**config.mk**
```make
export PLATFORM = sky130hd
export DESIGN_NAME = reg_file_nxw
export DESIGN_NICKNAME = d
export VERILOG_FILES = /design/src/rtl/reg_file_nxw.sv
export SDC_FILE = /design/constraint.sdc
export NUM_CORES = 1
export LEC_CHECK = 0
export BUFFER_PORTS_ARGS = -buffer_cell sky130_fd_sc_hd__clkbuf_2
export CAP_MARGIN = 10
export CELL_PAD_IN_SITES_DETAIL_PLACEMENT = 1
export CELL_PAD_IN_SITES_GLOBAL_PLACEMENT = 2
export CORE_ASPECT_RATIO = 0.9
export CORE_MARGIN = 2
export CORE_UTILIZATION = 37
export DETAILED_ROUTE_END_ITERATION = 12
export GPL_TIMING_DRIVEN = 0
export HOLD_SLACK_MARGIN = 0.02
export PLACE_DENSITY_LB_ADDON = 0.05
export SLEW_MARGIN = 20
export SYNTH_ARGS = -nofsm -noshare
export SYNTH_HDL_FRONTEND = slang
export SYNTH_SLANG_ARGS = --single-unit
export TNS_END_PERCENT = 1
```
**constraint.sdc**
```tcl
create_clock -name clk -period 4.5 [get_ports clk]
set_input_delay 0.9 -clock clk [delete_from_list [all_inputs] [get_ports clk]]
set_output_delay 0.9 -clock clk [all_outputs]
set_load 0.02 [all_outputs]
```
**src/rtl/reg_file_nxw.sv**
```systemverilog
// reg_file_nxw: NREGS x WIDTH register bank with load/clear/inc/dec write port, two read ports and wrap flag
module reg_file_nxw #(
  parameter int WIDTH = 8,
  parameter int NREGS = 4,
  parameter int BYPASS = 1,
  localparam int AW = $clog2(NREGS)
) (
  input  logic             clk,
  input  logic             rst_n,
  input  logic             en,
  input  logic [1:0]       op,
  input  logic [AW-1:0]    wa,
  input  logic [WIDTH-1:0] d,
  input  logic [AW-1:0]    ra0,
  input  logic [AW-1:0]    ra1,
  output logic [WIDTH-1:0] q0,
  output logic [WIDTH-1:0] q1,
  output logic             wrap
);
  logic [WIDTH-1:0] regs [NREGS];
  logic [WIDTH-1:0] cur, nxt;
  logic wa_ok, wrap_nxt, byp0, byp1;
  always_comb begin
    wa_ok = int'(wa) < NREGS;
    cur = wa_ok ? regs[wa] : '0;
    nxt = op == 2'b00 ? d : op == 2'b01 ? '0 : op == 2'b10 ? cur + WIDTH'(1) : cur - WIDTH'(1);
    wrap_nxt = wa_ok && (op == 2'b10 ? &cur : op == 2'b11 ? ~|cur : 1'b0);
    // forwarding is suppressed during reset so the ports read zero immediately
    byp0 = BYPASS != 0 && en && rst_n && wa_ok && ra0 == wa;
    byp1 = BYPASS != 0 && en && rst_n && wa_ok && ra1 == wa;
    q0 = byp0 ? nxt : int'(ra0) < NREGS ? regs[ra0] : '0;
    q1 = byp1 ? nxt : int'(ra1) < NREGS ? regs[ra1] : '0;
  end
  always_ff @(posedge clk or negedge rst_n)
    if (!rst_n) begin
      for (int i = 0; i < NREGS; i++) regs[i] <= '0;
      wrap <= 1'b0;
    end else if (en) begin
      if (wa_ok) regs[wa] <= nxt;
      wrap <= wrap_nxt;
    end
endmodule
```
==> results of run 1 <==
metal layers:
layer | global-route usage [%] | up-vias
met3 | 3.63 | 7
met2 | 36.7 | 44
met1 | 29.6 | 1052
li1 | - | 953
met4 | 5.61 | 0
met5 | 0 | -
how the worst min path moves through the flow:
stage          endpoint  slack (ps)  cells after the start
2_1_floorplan  regs[10]         480                      2
3_3_place_gp   regs[12]         500                      2
3_5_place_dp   regs[11]         510                      2
4_1_cts        regs[11]         530                      2
5_1_grt        regs[11]         560                      2
6_report        regs[9]         520                      2
synth_stat cells (all sizes together) (2+ instances only):
cell    count
o21bai      2
nor2       14
mux2        2
mux2i      17
ha          6
nand3b      3
nand4       2
a22o        3
clkbuf      7
o221ai      2
nand3       4
xor2        6
buf         7
a21oi      12
dfrtp      33
o21ai      25
xnor2       2
inv        16
nor3        4
nand2      30
a21o        2
mux4       23
a22oi       4
registers in the layout (all words and copies together) (netlist names):
name / cells
regs: 32
wrap: 1
power by group:
part | internal (mW) | switching (mW) | leakage, nW
clock network | 0.138 | 0.113 | 0.0542
registers | 0.398 | 0.0970 | 0.412
logic | 0.391 | 0.486 | 0.763
worst max-delay path, stage by stage:
cell      delay (ps)
buf_6            120
buf_6            170
mux4_2           600
ha_4             270
a21o_1           200
a21o_1           220
a221oi_4         350
mux2i_4          350
mux2i_1          110
clkbuf_2         180
timing repair:
| item | CTS | global route |
|---|---|---|
| endpoints found under the setup margin | 10 | 4 |
| gates cloned | 0 | 0 |
| gates resized for setup | 5 | 2 |
| buffers inserted | 1 | 0 |
area by class of cell:
type,count,area (um^2)
Fill cell,772,3660
Multi-Input combinational cell,175,1610
Sequential cell,33,826
Timing Repair Buffer,29,148
Tap cell,90,113
Clock buffer,7,96.3
Buffer,13,71.3
Inverter,16,60.1
Clock inverter,1,5.00
logic make-up (layout without fill, tap and decap cells):
family                   Yosys count  after routing
AND/OR/NAND/NOR                   64             64
AO/OA/AOI/OAI                     54             54
XOR/XNOR                           8              8
flip-flops                        33             33
buffers and inverters             30             66
adder cells (fa/ha/maj)            7              7
multiplexers                      42             42
==> metrics.csv, run 1 <==
stage;metric;value;unit
worst_setup_path;cp_max_fo;10;
synth;synth_xor_xnor_area_share;3.08;%
floorplan;ioPinCount;36;
drt;wl_met1;3.57;mm
layout;drive_gt1_share;29.6;%
sta;setup_tns;0;ps
placement;portBuffers;28;
layout;synthToLayoutAreaGrowth;16.2;%
placement;pre_cts_slack;-325;ps
worst_setup_path;start_kind;input port;
sta;fin_worst_skew;5.50;ps
outcome;status;completed;
clock_tree;tritoncts;built;
layout;fin_area;2930;um^2
worst_setup_path;r2r_setup_slack;1660;ps
clock_tree;hold_buffers;0;
drt;top_layer;met4;
drt;met3_length;294;um
sta;setup_viol;0;
drt;dr.pass1.iters;4;
worst_setup_path;crit_type;input port to primary output;
drt;vias;2056;
drt;vias_per_cell;5.65;
synth;yosys.area.top_type;dfrtp_1;
synth;synth_ff_type;dfrtp_1;
synth;async_flop_share;100;%
layout;utilization;44.5;%
clock_tree;clockBufferDepth;2;
global_route;grt.total_usage;21.7;%
clock_tree;cts.clk_slew.worst_paths;70;ps
global_route;grt_max_degree;35;
global_route;grt_pass1_wl;12.1;mm
layout;final_common_cell;dfrtp_1;
placement;dp_cells;356;
sta;post-route-period-util;97.7;%
sta;fin_ws;103;ps
clock_tree;cts_root_buf;clkbuf_8;
synth;synthSimpleGateAreaFrac;12.6;%
synth;synth_top_cell_area_share;32.7;%
placement;dp_hpwl;5.46;mm
min_path;hold_class;flip-flop to flip-flop;
synth;synth_fa_ha_area_share;3.77;%
clock_tree;cts.sinks;33;
worst_setup_path;crit_required;3600;ps
worst_setup_path;r2r_cells;8;
global_route;overflow;0;
floorplan;fp.dieW;91.0;um
drt;drt_iter0_drc;106;
sta;max_slew_margin;40.3;%
power_and_ir_drop;p_leak;1.23;nW
synth;synth.avg_cell_area;10.6;um^2
synth;synth_edf_count;0;
worst_setup_path;crit_path_end_kind;primary output;
floorplan;dieArea;7490;um^2
sta;fmax;227;MHz
synth;synth_cell_types;42;
min_path;hp-start;regs[9];
synth;synthMuxAreaShare;28.5;%
worst_setup_path;r2r_start;regs[2];
sta;maxSlewViolCount;0;
layout;stdcell_count;364;
placement;gp_congestion;0.750;
drt;wl_met2;3.74;mm
floorplan;initial_core_util;38.3;%
floorplan;die_h;82.3;um
floorplan;core_area;6590;um^2
synth;synthCells;238;
layout;nets;299;
placement;dpl_cell_area;2780;um^2
synth;ys_warn_count;0;
worst_setup_path;timing.rr.end;regs[15];
global_route;antenna_found_initial;0;
layout;layout_common_cells;dfrtp_1, nand2_1, clkbuf_2, mux4_2, o21ai_0;
sta;rsz0062_at_grt;true;
synth;ys_seq_area_share;32.7;%
drt;wl_per_cell;21.1;um
drt;wl;7.67;mm
sta;worst_pin_slew;895;ps
run;drv_cap;0;
layout;antenna_cells;0;
worst_setup_path;arrival;3500;ps
power_and_ir_drop;ir_worst_vdd;0.204;mV
synth;syn-cell-area;2520;um^2
worst_setup_path;crit_path_end;q1[7];
synth;synth_fp_nets;264;
floorplan;rows;28;
clock_tree;numCtsBuffers;5;
synth;ys_ff_latch;33;
drt;drcViolationCount;0;
sta;fin_crit;4400;ps
drt;antenna_left;0;
synth;synth_top_family_by_area;multiplexers;
sta;hold_viol;0;
synth;synthTopCellsByArea;dfrtp_1, mux4_2, mux2i_1, nand2_1, o21ai_0;
sta;holdWs;524;ps
clock_tree;h-tree-depth;2;
global_route;grt_pass1_vias;2173;
synth;synth_compound_area_share;14.1;%
power_and_ir_drop;power;1.62;mW
worst_setup_path;crit_start;wa[0];
power_and_ir_drop;powerDensity;554;nW/um^2
clock_tree;clock_latency;290;ps
Note: power is estimated with default switching activity, not from simulation.
==> run 2: changes to the inputs <==
CORE_ASPECT_RATIO = 0.75   (was 0.9)
==> run 2 against run 1 <==
Net effect:
- via count shrank 3.0%
- flip-flop and latch count is the same
- wire length fell by 3.0%
- maximum frequency rose by 1.0%
- sequential share of layout area up 0.38 points
- largest cell class unchanged
- first-iteration DRC count shrank 45%
- non-clock buffer count up 1
- clock power down 19%
- worst hold slack barely moved
- power shrank 3.2%
- global-route usage decreased by 0.40 points
- count of clock-buffer cells in the layout decreased by 2
==> metrics.csv, run 2 (synthesis results as in run 1) <==
stage;metric;value;unit;change
outcome;status;completed;;
clock_tree;cts.clk_slew.worst_paths;60;ps;about the same
clock_tree;h-tree-depth;2;;unchanged
global_route;grt.total_usage;21.3;%;-0.40 points
floorplan;dieArea;7500;um^2;about the same
drt;antenna_left;0;;unchanged
clock_tree;cts.sinks;33;;unchanged
clock_tree;clockBufferDepth;2;;unchanged
layout;synthToLayoutAreaGrowth;14.6;%;
power_and_ir_drop;powerDensity;543;nW/um^2;-2.0%
layout;nets;300;;+0.33%
sta;worst_pin_slew;883;ps;-12.1 ps
layout;antenna_cells;0;;unchanged
layout;top_regs;regs (32), wrap (1);;
sta;fin_ws;146;ps;+43.7 ps
run;drv_cap;0;;unchanged
clock_tree;numCtsBuffers;5;;unchanged
global_route;overflow;0;;unchanged
sta;hold_viol;0;;unchanged
worst_setup_path;max_stage_delay;560;ps;-40 ps
worst_setup_path;crit_type;input port to primary output;;
sta;fin_crit;4350;ps;-43.7 ps
floorplan;initial_core_util;37.6;%;-0.66 points
power_and_ir_drop;p_leak;1.22;nW;-0.82%
layout;layout_common_cells;dfrtp_1, nand2_1, clkbuf_2, mux4_2, o21ai_0;;
sta;fin_worst_skew;8.26;ps;+2.76 ps
drt;drt_iter0_drc;58;;-45%
layout;largest_reg_flops;32;;unchanged
sta;holdWs;524;ps;+0.0940 ps
worst_setup_path;crit_top_cell;a21o_1;;
min_path;hold_class;flip-flop to flip-flop;;
placement;dp_hpwl;5.51;mm;+0.93%
worst_setup_path;path_cells;buf_6, buf_8, mux4_2, ha_2, a21o_1, a21o_1, a221oi_4, mux2i_4, mux2i_1, clkbuf_2;;
placement;pre_cts_slack;-270;ps;+54.7 ps
global_route;grt_pass1_wl;11.7;mm;-3.1%
drt;drcViolationCount;0;;unchanged
clock_tree;clock_latency;280;ps;about the same
layout;top_register;regs;;
power_and_ir_drop;ir_worst_vdd;0.227;mV;+11%
placement;gp_congestion;0.786;;+4.8%
sta;rsz0062_at_grt;true;;
sta;fmax;230;MHz;+1.0%
worst_setup_path;crit_path_end_kind;primary output;;
drt;dr.pass1.iters;4;;unchanged
global_route;grt_pass1_vias;1950;;-10%
placement;portBuffers;28;;unchanged
clock_tree;tritoncts;built;;
worst_setup_path;start_kind;input port;;
floorplan;die_h;75.5;um;-8.3%
drt;wl;7.44;mm;-3.0%
power_and_ir_drop;power;1.57;mW;-3.2%
floorplan;fp.dieW;99.3;um;+9.1%
drt;wl_per_cell;20.8;um;-1.1%
worst_setup_path;slowest_stage;mux4_2;;
layout;drive_gt1_share;28.9;%;-0.62 points
global_route;antenna_found_initial;0;;unchanged
drt;vias_per_cell;5.59;;-1.1%
layout;final_common_cell;dfrtp_1;;
sta;max_slew_margin;41.1;%;+0.80 points
drt;vias;1995;;-3.0%
worst_setup_path;r2r_setup_slack;1610;ps;-50 ps
sta;post-route-period-util;96.7;%;-0.97 points
sta;setup_viol;0;;unchanged
worst_setup_path;crit_required;3600;ps;about the same
worst_setup_path;cp_max_fo;10;;unchanged
sta;maxSlewViolCount;0;;unchanged
floorplan;ioPinCount;36;;unchanged
floorplan;rows;26;;-7.1%
floorplan;core_area;6700;um^2;+1.7%
worst_setup_path;arrival;3450;ps;-50 ps
global_route;grt_max_degree;35;;unchanged
layout;nFillCells;752;;-2.6%
clock_tree;cts_root_buf;clkbuf_8;;
==> run 2: what timing repair did <==
| action | in CTS | in global routing |
|---|---|---|
| gates resized for setup | 4 | 4 |
| buffers inserted | 1 | 1 |
| pin swaps | 0 | 1 |
| hold buffers | 0 | 0 |
| gates cloned | 0 | 0 |
| endpoints found under the setup margin | 10 | 4 |
==> run 2: critical path, delay by kind of cell <==
family / cells / cell delay, ps
mux: 3 / 980
compound gates: 3 / 760
buf+inv: 3 / 480
fa+ha+maj: 1 / 330
==> run 2: path summary, 6_finish.rpt <==
kind	start	end	depth (start not counted)
max reg2reg	regs[2]	regs[23]	9
min	regs[18]	regs[18]	2
min reg2reg	regs[18]	regs[18]	2
max	wa[0]	q1[7]	10
min in group asynchronous	rst_n	regs[29]	1
max in group asynchronous	rst_n	regs[18]	1
==> run 2: metal layers <==
metal | share of wire, % | track usage, % | up-vias
met5 | 0 | 0 | -
met4 | 0.39 | 2.74 | 0
met3 | 4.2 | 3.39 | 4
met2 | 48 | 35.4 | 40
met1 | 47 | 30.9 | 1000
li1 | - | - | 951
==> run 2: cell type report <==
cell class / instances / area [um^2] / area share [%]
Clock inverter: 1 / 5.00 / 0.173
Tap cell: 84 / 105 / 3.63
Sequential cell: 33 / 826 / 28.6
Inverter: 16 / 60.1 / 2.08
Clock buffer: 5 / 68.8 / 2.38
Buffer: 13 / 75.1 / 2.60
Multi-Input combinational cell: 175 / 1600 / 55.2
Timing Repair Buffer: 30 / 155 / 5.37
==> run 2: power by group <==
group	internal (mW)	total (mW)	switching [mW]	leakage [nW]
clock	0.102	0.205	0.103	0.0399
combinational	0.393	0.871	0.478	0.767
sequential	0.399	0.494	0.0960	0.412
total	0.893	1.57	0.677	1.22
==> run 2: metrics by stage <==
step	utilization [%]	std cells	TNS, ps	area, um^2
finish	43.1	357	0	2890
floorplan	-	238	0	2520
global route	43.1	357	0	2890
CTS	42.9	356	0	2870
global placement	41.3	350	-1650	2770
detailed placement	41.3	350	-1690	2770
